**src/rtl/batalha_naval_board_param.sv**
```systemverilog
// Naval-battle board engine: ship layout load, cursor-driven attack shots,
// hit/miss/repeat classification with hit counting, game-over detection and a
// column-scanned LED matrix driver with an RGB result indicator.
module batalha_naval_board_param #(
    parameter int ROWS     = 7,
    parameter int COLS     = 5,
    parameter int SCAN_DIV = 50000,
    parameter int SHOW_CYC = 25000000
) (
    input  logic                             clk,
    input  logic                             clr_n,
    input  logic [1:0]                       mode,
    input  logic                             btn_confirm,
    input  logic                             btn_next,
    input  logic [ROWS*COLS-1:0]             layout_in,
    output logic [COLS-1:0]                  m_col,
    output logic [ROWS-1:0]                  m_line,
    output logic [$clog2(ROWS)-1:0]          cursor_row,
    output logic [$clog2(COLS)-1:0]          cursor_col,
    output logic [1:0]                       rgb_output,
    output logic [$clog2(ROWS*COLS+1)-1:0]   hits,
    output logic                             game_over
);

    localparam int N  = ROWS * COLS;
    localparam int RW = $clog2(ROWS);
    localparam int CW = $clog2(COLS);
    localparam int IW = $clog2(N);
    localparam int HW = $clog2(N + 1);
    localparam int PW = (SCAN_DIV > 1) ? $clog2(SCAN_DIV) : 1;
    localparam int SW = (SHOW_CYC > 1) ? $clog2(SHOW_CYC) : 1;
    // Second prescaler stage: counts scan steps, its MSB blinks the cursor.
    localparam int BW = 8;

    typedef enum logic [1:0] {IDLE, ARMED, SHOW, OVER} state_t;

    function automatic logic [HW-1:0] popcount(input logic [N-1:0] v);
        logic [HW-1:0] s;
        s = '0;
        for (int i = 0; i < N; i++) begin
            if (v[i]) s = s + HW'(1);
        end
        return s;
    endfunction

    function automatic logic [CW-1:0] col_step(input logic [CW-1:0] c);
        return (c == CW'(COLS - 1)) ? '0 : c + CW'(1);
    endfunction

    state_t          state_q, state_n;
    logic [N-1:0]    ship_q, ship_n;
    logic [N-1:0]    atk_q, atk_n;
    logic [HW-1:0]   hits_q, hits_n;
    logic [HW-1:0]   cnt_q, cnt_n;
    logic [RW-1:0]   row_q, row_n;
    logic [CW-1:0]   col_q, col_n;
    logic [1:0]      rgb_q, rgb_n;
    logic [SW-1:0]   show_q, show_n;
    logic            rej_q, rej_n;

    logic [IW-1:0]   cur_idx;
    logic [HW-1:0]   lay_cnt;
    logic            show_last;

    assign cur_idx   = IW'(row_q) * IW'(COLS) + IW'(col_q);
    assign lay_cnt   = popcount(layout_in);
    assign show_last = (show_q == SW'(SHOW_CYC - 1));

    // Game state register and all game bookkeeping registers.
    always_ff @(posedge clk or negedge clr_n) begin
        if (!clr_n) begin
            state_q <= IDLE;
            ship_q  <= '0;
            atk_q   <= '0;
            hits_q  <= '0;
            cnt_q   <= '0;
            row_q   <= '0;
            col_q   <= '0;
            rgb_q   <= 2'b00;
            show_q  <= '0;
            rej_q   <= 1'b0;
        end else begin
            state_q <= state_n;
            ship_q  <= ship_n;
            atk_q   <= atk_n;
            hits_q  <= hits_n;
            cnt_q   <= cnt_n;
            row_q   <= row_n;
            col_q   <= col_n;
            rgb_q   <= rgb_n;
            show_q  <= show_n;
            rej_q   <= rej_n;
        end
    end

    // Next-state logic: load, cursor moves, shot classification, result hold.
    always_comb begin
        state_n = state_q;
        ship_n  = ship_q;
        atk_n   = atk_q;
        hits_n  = hits_q;
        cnt_n   = cnt_q;
        row_n   = row_q;
        col_n   = col_q;
        rgb_n   = rgb_q;
        show_n  = show_q;
        rej_n   = rej_q;
        if (mode == 2'b00) begin
            // Clear the game but keep the loaded layout for a replay.
            state_n = IDLE;
            atk_n   = '0;
            hits_n  = '0;
            row_n   = '0;
            col_n   = '0;
            rgb_n   = 2'b00;
            show_n  = '0;
            rej_n   = 1'b0;
        end else begin
            unique case (state_q)
                IDLE: begin
                    if (btn_confirm && mode == 2'b01) begin
                        show_n = '0;
                        if (lay_cnt == '0) begin
                            // An empty board can never be won: flag it and stay.
                            rgb_n = 2'b11;
                            rej_n = 1'b1;
                        end else begin
                            ship_n  = layout_in;
                            cnt_n   = lay_cnt;
                            atk_n   = '0;
                            hits_n  = '0;
                            row_n   = '0;
                            col_n   = '0;
                            rgb_n   = 2'b00;
                            rej_n   = 1'b0;
                            state_n = ARMED;
                        end
                    end else if (rej_q) begin
                        if (show_last) begin
                            rgb_n  = 2'b00;
                            rej_n  = 1'b0;
                            show_n = '0;
                        end else begin
                            show_n = show_q + SW'(1);
                        end
                    end
                end
                ARMED: begin
                    if (mode == 2'b10) begin
                        if (btn_confirm) begin
                            if (atk_q[cur_idx]) begin
                                rgb_n = 2'b11;
                            end else begin
                                atk_n[cur_idx] = 1'b1;
                                if (ship_q[cur_idx]) begin
                                    rgb_n = 2'b10;
                                    if (hits_q < cnt_q) hits_n = hits_q + HW'(1);
                                end else begin
                                    rgb_n = 2'b01;
                                end
                            end
                            show_n  = '0;
                            state_n = SHOW;
                        end else if (btn_next) begin
                            col_n = col_step(col_q);
                            if (col_q == CW'(COLS - 1)) begin
                                row_n = (row_q == RW'(ROWS - 1)) ? '0 : row_q + RW'(1);
                            end
                        end
                    end
                end
                SHOW: begin
                    if (show_last) begin
                        show_n  = '0;
                        rgb_n   = 2'b00;
                        state_n = (hits_q == cnt_q) ? OVER : ARMED;
                    end else begin
                        show_n = show_q + SW'(1);
                    end
                end
                OVER: begin
                    if (btn_confirm) begin
                        atk_n   = '0;
                        hits_n  = '0;
                        state_n = IDLE;
                    end
                end
                default: state_n = IDLE;
            endcase
        end
    end

    logic [PW-1:0]   presc_q;
    logic [CW-1:0]   scol_q, scol_n;
    logic [BW-1:0]   blink_q;
    logic            scan_wrap;
    logic [N-1:0]    pix;
    logic [N-1:0]    cur_mask;
    logic [ROWS-1:0] line_n;
    logic [COLS-1:0] mcol_n;

    assign scan_wrap = (presc_q == PW'(SCAN_DIV - 1));
    assign scol_n    = scan_wrap ? col_step(scol_q) : scol_q;
    assign cur_mask  = N'(1) << cur_idx;

    // Pixel source selection for the board view currently shown.
    always_comb begin
        pix = '0;
        if (state_q != IDLE && mode == 2'b11) begin
            pix = ship_q;
        end else begin
            unique case (state_q)
                ARMED, SHOW: pix = atk_q | (cur_mask & {N{blink_q[BW-1]}});
                OVER:        pix = ship_q & atk_q;
                default:     pix = '0;
            endcase
        end
    end

    // Row drive and column enable for the column about to be displayed.
    always_comb begin
        line_n = '1;
        mcol_n = '0;
        for (int c = 0; c < COLS; c++) begin
            if (CW'(c) == scol_n) begin
                mcol_n[c] = 1'b1;
                for (int r = 0; r < ROWS; r++) begin
                    line_n[r] = ~pix[r*COLS + c];
                end
            end
        end
    end

    // Scan prescaler, blink stage and registered matrix outputs, all on one edge.
    always_ff @(posedge clk or negedge clr_n) begin
        if (!clr_n) begin
            presc_q <= '0;
            scol_q  <= '0;
            blink_q <= '0;
            m_col   <= {{(COLS-1){1'b0}}, 1'b1};
            m_line  <= '1;
        end else begin
            presc_q <= scan_wrap ? '0 : presc_q + PW'(1);
            if (scan_wrap) blink_q <= blink_q + BW'(1);
            scol_q  <= scol_n;
            m_col   <= mcol_n;
            m_line  <= line_n;
        end
    end

    assign cursor_row = row_q;
    assign cursor_col = col_q;
    assign rgb_output = rgb_q;
    assign hits       = hits_q;
    assign game_over  = (state_q == OVER);

endmodule

```
**config.mk**
```make
export PLATFORM = sky130hd
export DESIGN_NAME = batalha_naval_board_param
export DESIGN_NICKNAME = d
export VERILOG_FILES = /design/src/rtl/batalha_naval_board_param.sv
export SDC_FILE = /design/constraint.sdc
export NUM_CORES = 1
export LEC_CHECK = 0
export CAP_MARGIN = 10
export CORE_MARGIN = 1
export CORE_UTILIZATION = 40
export CTS_CLUSTER_DIAMETER = 80
export CTS_CLUSTER_SIZE = 10
export DETAILED_ROUTE_END_ITERATION = 10
export DONT_BUFFER_PORTS = 1
export PLACE_DENSITY = 0.62
export SLEW_MARGIN = 15
export SYNTH_ARGS = -nofsm -noshare
export SYNTH_HDL_FRONTEND = slang
export SYNTH_SLANG_ARGS = --single-unit
export TNS_END_PERCENT = 50
```
**constraint.sdc**
```tcl
create_clock -name clk -period 11.81 [get_ports clk]
set_input_delay 3.543 -clock clk [delete_from_list [all_inputs] [get_ports clk]]
set_output_delay 3.543 -clock clk [all_outputs]
set_load 0.03 [all_outputs]
```
==> results of run 1 <==
## area by class of cell
class | count | area share
Sequential cell | 157 | 0.210
Inverter | 73 | 0.0156
Timing Repair Buffer | 329 | 0.140
Tap cell | 461 | 0.0308
Clock buffer | 18 | 0.0229
Clock inverter | 14 | 0.0115
Multi-Input combinational cell | 1424 | 0.568
## metrics by stage
stage	hold WS, ps	utilization	cell area [µm²]	worst slack [ps]	TNS (ps)
2_1_floorplan	425	-	14900	-8020	-734130
3_3_place_gp	444	0.481	17200	-7990	-735050
3_5_place_dp	459	0.481	17200	-8520	-783030
4_1_cts	481	0.512	18400	-7880	-719290
5_1_grt	503	0.522	18700	-8930	-815810
6_report	479	0.522	18700	-7950	-724510
## layer usage
layer  track usage  up-vias  share of wire
met5       0.00639        -              0
met4        0.0717        0          0.025
met3        0.0363       90          0.055
met2         0.374      388           0.47
met1         0.293     6724           0.45
li1              -     6832              -
## logic make-up after synthesis
logic type | count (synthesis) | synth area share
and+or+nand+nor | 624 | 0.208
xor gates and xnor gates | 222 | 0.169
AOI/OAI and AO/OA | 456 | 0.209
muxes | 58 | 0.0432
buffers and inverters | 165 | 0.0475
adders and majority gates | 64 | 0.0550
DFF | 157 | 0.268
## flip-flops by register name (all words and copies together) (netlist names), 6 cells and up
name,count
presc_q,16
cnt_q,6
ship_q,35
atk_q,35
m_line,7
hits,6
blink_q,8
show_q,25
## worst max-delay path by stage
stage,startpoint,depth (start not counted),endpoint,slack [ps]
after floorplan,layout_in[1],105,ship_q[14],-8020
after CTS,layout_in[1],103,cnt_q[3],-7880
after global routing,layout_in[0],105,cursor_row[1],-8930
final,layout_in[1],105,cnt_q[3],-7950
after global placement,layout_in[0],92,ship_q[5],-7990
after detailed placement,layout_in[0],103,ship_q[3],-8520
## repair_timing
action,CTS,global route
setup buffers,28,17
pin swaps,24,27
gates resized for setup,38,54
endpoints found under the setup margin,93,93
gates cloned,3,2
## layout by cell type (no fill, tap or decap), drive strengths merged, types with 6 or more instances in the layout
cell	count
buf	327
nand2	181
dfrtp	149
nor2	145
xnor2	127
a21oi	92
o21ai	77
inv	75
nand3	73
xor2	73
ha	63
o22ai	53
nor3	44
o21a	34
mux2	33
a21o	28
nand2b	27
and3	26
a22oi	25
mux2i	24
o211ai	20
clkbuf	20
xnor3	20
nand4	19
nor2b	18
a31oi	16
or2	15
or3	15
a221o	13
o31ai	12
nor4	12
a41oi	12
nor3b	10
and2	10
a221oi	10
nor4b	9
dfstp	8
o41ai	6
==> impl_metrics.toml, run 1 <==
[status]
status = "finished, violations left"
violations = "setup timing"

[global_routing]
grt_use_total = 0.224
antenna_found_initial = 0
grt_pass1_wl_mm = 69.8
grt_max_degree = 158
grt_pass1_vias = 13800
gr-total-overflow = 0

[critical_path]
cpMaxStageDelayCell = "or3_4"
crit_buf_inv = 7
cp_top_family = "adder cells"
reg2reg_from = "cursor_row[2]"
critical_path.max_stage_delay_ps = 440
cpMostUsedCell = "ha_1"
r2r-end = "hits[5]"
critPathLaunchType = "input pin"
critPathKind = "in -> reg"
arrival_ps = 20080
critPathCaptureType = "flop"
required_ps = 12130
worstPathMaxFanout = 6
r2r_slack_ps = 5960
rr_worst_depth = 15

[place]
dpl.hpwl_mm = 30.3
gp_congestion = 0.925
post-place-cells = 2396
port_buffers = 0

[synth]
synth_nets = 1851
synth_top_area_frac = 0.254
synth-edff-count = 0
synthFlopType = "dfrtp_1"
syn_inst = 1746
yosysWarnings = 0
synth.distinct_cells = 92
synth_common_cells = "nand2_1 (180), dfrtp_1 (149), nor2_1 (143), xnor2_1 (109), a21oi_1 (91)"
ys_ff_latch = 157
post-synth-top-count-cell = "nand2_1"
synth_area_leaders = "dfrtp_1 (25%), xnor2_1 (6.5%), ha_1 (5.4%), nand2_1 (4.6%), xor2_1 (4.1%)"
synth.avg_cell_area_um2 = 8.41
yosysTopAreaCell = "dfrtp_1"
ys_seq_area_frac = 0.268
ys_async_sr_fraction = 1.00
synthesis.area_mm2 = 0.0147

[drt]
antenna_left = 0
dr.pass1.iters = 8
finalWirelength_mm = 42.3
num_vias = 14000
via_per_inst = 5.67
route.detailed.drc = 0
dr.first_iter.drc_count = 1227
routedWlPerCell_um = 17.1

[cts]
cts_tree = "yes"
cts-htree-levels = 4
clk_transition_reported_paths_ps = 60
cts_sinks = 157
clock_path_buffers = 2
cts_root_buffer = "clkbuf_16"
cts_inserted_buffers = 17
hold_buffers = 0
insertion_delay_ps = 430

[timing]
tightestPinTransition_ps = 1200
slew_headroom = 0.200
rsz0062_at_grt = "yes"
fmax_mhz = 50.6
hold_viol = 0
min_period_ps = 19760
finalMaxSlewViolations = 0
finClkSkew_ps = 8.38
fin_crit_sh = 1.67
setup_ws_ps = -7950
setup_viol = 93

[worst_hold_path]
worst_hold_path.num_cells = 1
worstHoldEndpoint = "blink_q[6]"
min_from = "blink_q[6]"
hp-class = "reg -> reg"

[finish]
drive_gt1_frac = 0.267
fillers = 3249
syn2layout_area_growth_pct = 27.4
antenna_cells = 0
regArea_mm2 = 0.00394
multiInputGateArea_mm2 = 0.0106
fin_cells = 2476
nNetsFinal = 2107

[floorplan]
core_area_mm2 = 0.0358
chipHeight_um = 194
rows = 69
start_util = 0.410
dieArea_mm2 = 0.0375
io_pins = 68
dieWidth_um = 194

[run]
max_cap_violations = 0
Power of run 1 is not shown: default switching activity piles up to over one toggle a cycle in this logic, so the estimate is an artifact.
==> inputs of run 2 (changes only) <==
--- a/config.mk
+++ b/config.mk
@@ -7,12 +7,12 @@
 export LEC_CHECK = 0
 export CAP_MARGIN = 10
 export CORE_MARGIN = 1
-export CORE_UTILIZATION = 40
+export CORE_UTILIZATION = 25
 export CTS_CLUSTER_DIAMETER = 80
 export CTS_CLUSTER_SIZE = 10
 export DETAILED_ROUTE_END_ITERATION = 10
 export DONT_BUFFER_PORTS = 1
-export PLACE_DENSITY = 0.62
+export PLACE_DENSITY = 0.46
 export SLEW_MARGIN = 15
 export SYNTH_ARGS = -nofsm -noshare
 export SYNTH_HDL_FRONTEND = slang
==> run 2 against run 1 <==
Compared with the run above: the flow still finishes with violations (setup timing); critical path depth grew 1; cell area rose by 4.4%; register-to-register slack got worse by 200 ps; critical endpoint is now cursor_row[2]; via count up 1.4%; global-route usage fell by 6.9 points; highest routed layer unchanged; flip-flop and latch count is the same; first-iteration DRC count down 18%; sequential share of layout area shrank 0.90 points; cell count grew 14%; count of clock-buffer cells in the layout rose by 1.
==> impl_metrics.toml, run 2 (synthesis gave the netlist of run 1 again) <==
[global_routing]
antenna_found_initial = 0
grt_pass1_wl_mm = 75.4
grt_pass1_vias = 14100
grt_max_degree = 158
grt_use_total = 0.155
gr-total-overflow = 0

[finish]
final_cell_mix = "buf_4 (345), nand2_1 (168), dfrtp_1 (149)"
nNetsFinal = 2145
regArea_mm2 = 0.00394
syn2layout_area_growth_pct = 33.1
fillers = 6042
drive_gt1_frac = 0.293
multiInputGateArea_mm2 = 0.0108
largestRegisters = "atk_q x35, ship_q x35, show_q x25"
antenna_cells = 0
fin_cells = 2818
final_common_cell = "buf_4"

[critical_path]
r2r-end = "hits[4]"
rr_worst_depth = 16
worstPathMaxFanout = 6
required_ps = 12160
critPathCaptureType = "flop"
critPathKind = "in -> reg"
reg2reg_from = "cursor_row[0]"
critical_path.max_stage_delay_ps = 430
cpMostUsedCell = "ha_1"
r2r_slack_ps = 5760
arrival_ps = 20310
cpMaxStageDelayCell = "or4_1"
critPathLaunchType = "input pin"

[cts]
cts_inserted_buffers = 17
cts_tree = "yes"
clk_transition_reported_paths_ps = 70
clock_path_buffers = 2
cts_root_buffer = "clkbuf_16"
cts_sinks = 157
insertion_delay_ps = 450
cts-htree-levels = 4
hold_buffers = 0

[drt]
route.detailed.drc = 0
num_vias = 14200
routedWlPerCell_um = 16.8
dr.pass1.iters = 5
finalWirelength_mm = 47.4
antenna_left = 0
via_per_inst = 5.05
dr.first_iter.drc_count = 1005

[place]
gp_congestion = 0.873
post-place-cells = 2707
port_buffers = 0
dpl.hpwl_mm = 33.6

[worst_hold_path]
worstHoldEndpoint = "presc_q[0]"
min_from = "presc_q[0]"
worst_hold_path.num_cells = 1
hp-class = "reg -> reg"

[timing]
setup_viol = 93
fin_crit_sh = 1.69
fmax_mhz = 50.1
min_period_ps = 19960
finalMaxSlewViolations = 0
finClkSkew_ps = 17.8
setup_ws_ps = -8150
rsz0062_at_grt = "yes"
hold_viol = 0
tightestPinTransition_ps = 1070
whs_ps = 452
slew_headroom = 0.288

[floorplan]
rows = 88
io_pins = 68
core_area_mm2 = 0.0579
chipHeight_um = 244
dieWidth_um = 244
start_util = 0.254
dieArea_mm2 = 0.0597

[run]
max_cap_violations = 0

[status]
violations = "setup timing"
status = "finished, violations left"
[run 2: cell count changes in the layout (fill, tap and decap cells not counted), moves of 4 or more]
cell	before	now
bufinv_16	5	0
nor2_2	4	8
buf_4	315	345
nor3_4	1	8
mux2_4	20	27
nor2_1	137	133
nor3_1	42	34
mux2_1	8	0
o21ai_1	21	26
buf_6	4	8
[run 2: through the flow]
stage                     setup WS (ps)   util  setup TNS (ps)  instance area, µm²
after floorplan                   -8020      -         -734130               14900
after global placement            -8260  0.305         -759810               17700
after detailed placement          -8560  0.305         -786680               17700
after CTS                         -7750  0.329         -709390               19100
after global routing              -9150  0.337         -834510               19500
final                             -8150  0.337         -745530               19500
[run 2: critical path, delay by kind of cell]
kind / cells / cell delay (ps)
adders and majority gates: 18 / 4840
AOI/OAI and AO/OA: 29 / 3680
and+or+nand+nor: 27 / 3280
xor gates and xnor gates: 17 / 2830
muxes: 8 / 1550
buffers and inverters: 7 / 560
[run 2: how the worst max path moves through the flow]
stage                    endpoint  slack (ps)  cells after the start         start
finish              cursor_row[2]       -8150                    106  layout_in[1]
global route        cursor_row[2]       -9150                    106  layout_in[1]
CTS                 cursor_row[1]       -7750                    104  layout_in[0]
detailed placement      ship_q[5]       -8560                    103  layout_in[1]
global placement        atk_q[23]       -8260                    103  layout_in[1]
floorplan              ship_q[14]       -8020                    105  layout_in[1]
[run 2: cell type report]
cell class | count | area share
clock buffer | 19 | 0.0227
clock inverter | 13 | 0.00640
inverter | 73 | 0.0153
multi-input combinational | 1424 | 0.552
sequential | 157 | 0.202
tap | 765 | 0.0490
timing repair buffer | 367 | 0.153
[run 2: metal layers]
metal,vias up,track usage,share of wire
met5,-,0,0
met4,0,0.0518,0.033
met3,98,0.0223,0.047
met2,399,0.265,0.47
met1,6823,0.199,0.45
li1,6916,-,-
[run 2: repair_timing]
item	CTS	global route
resized for setup	66	71
buffers inserted	58	16
gates cloned	4	3
endpoints found under the setup margin	93	93
pin swaps	53	82
Power of run 2 is left out for the same reason.
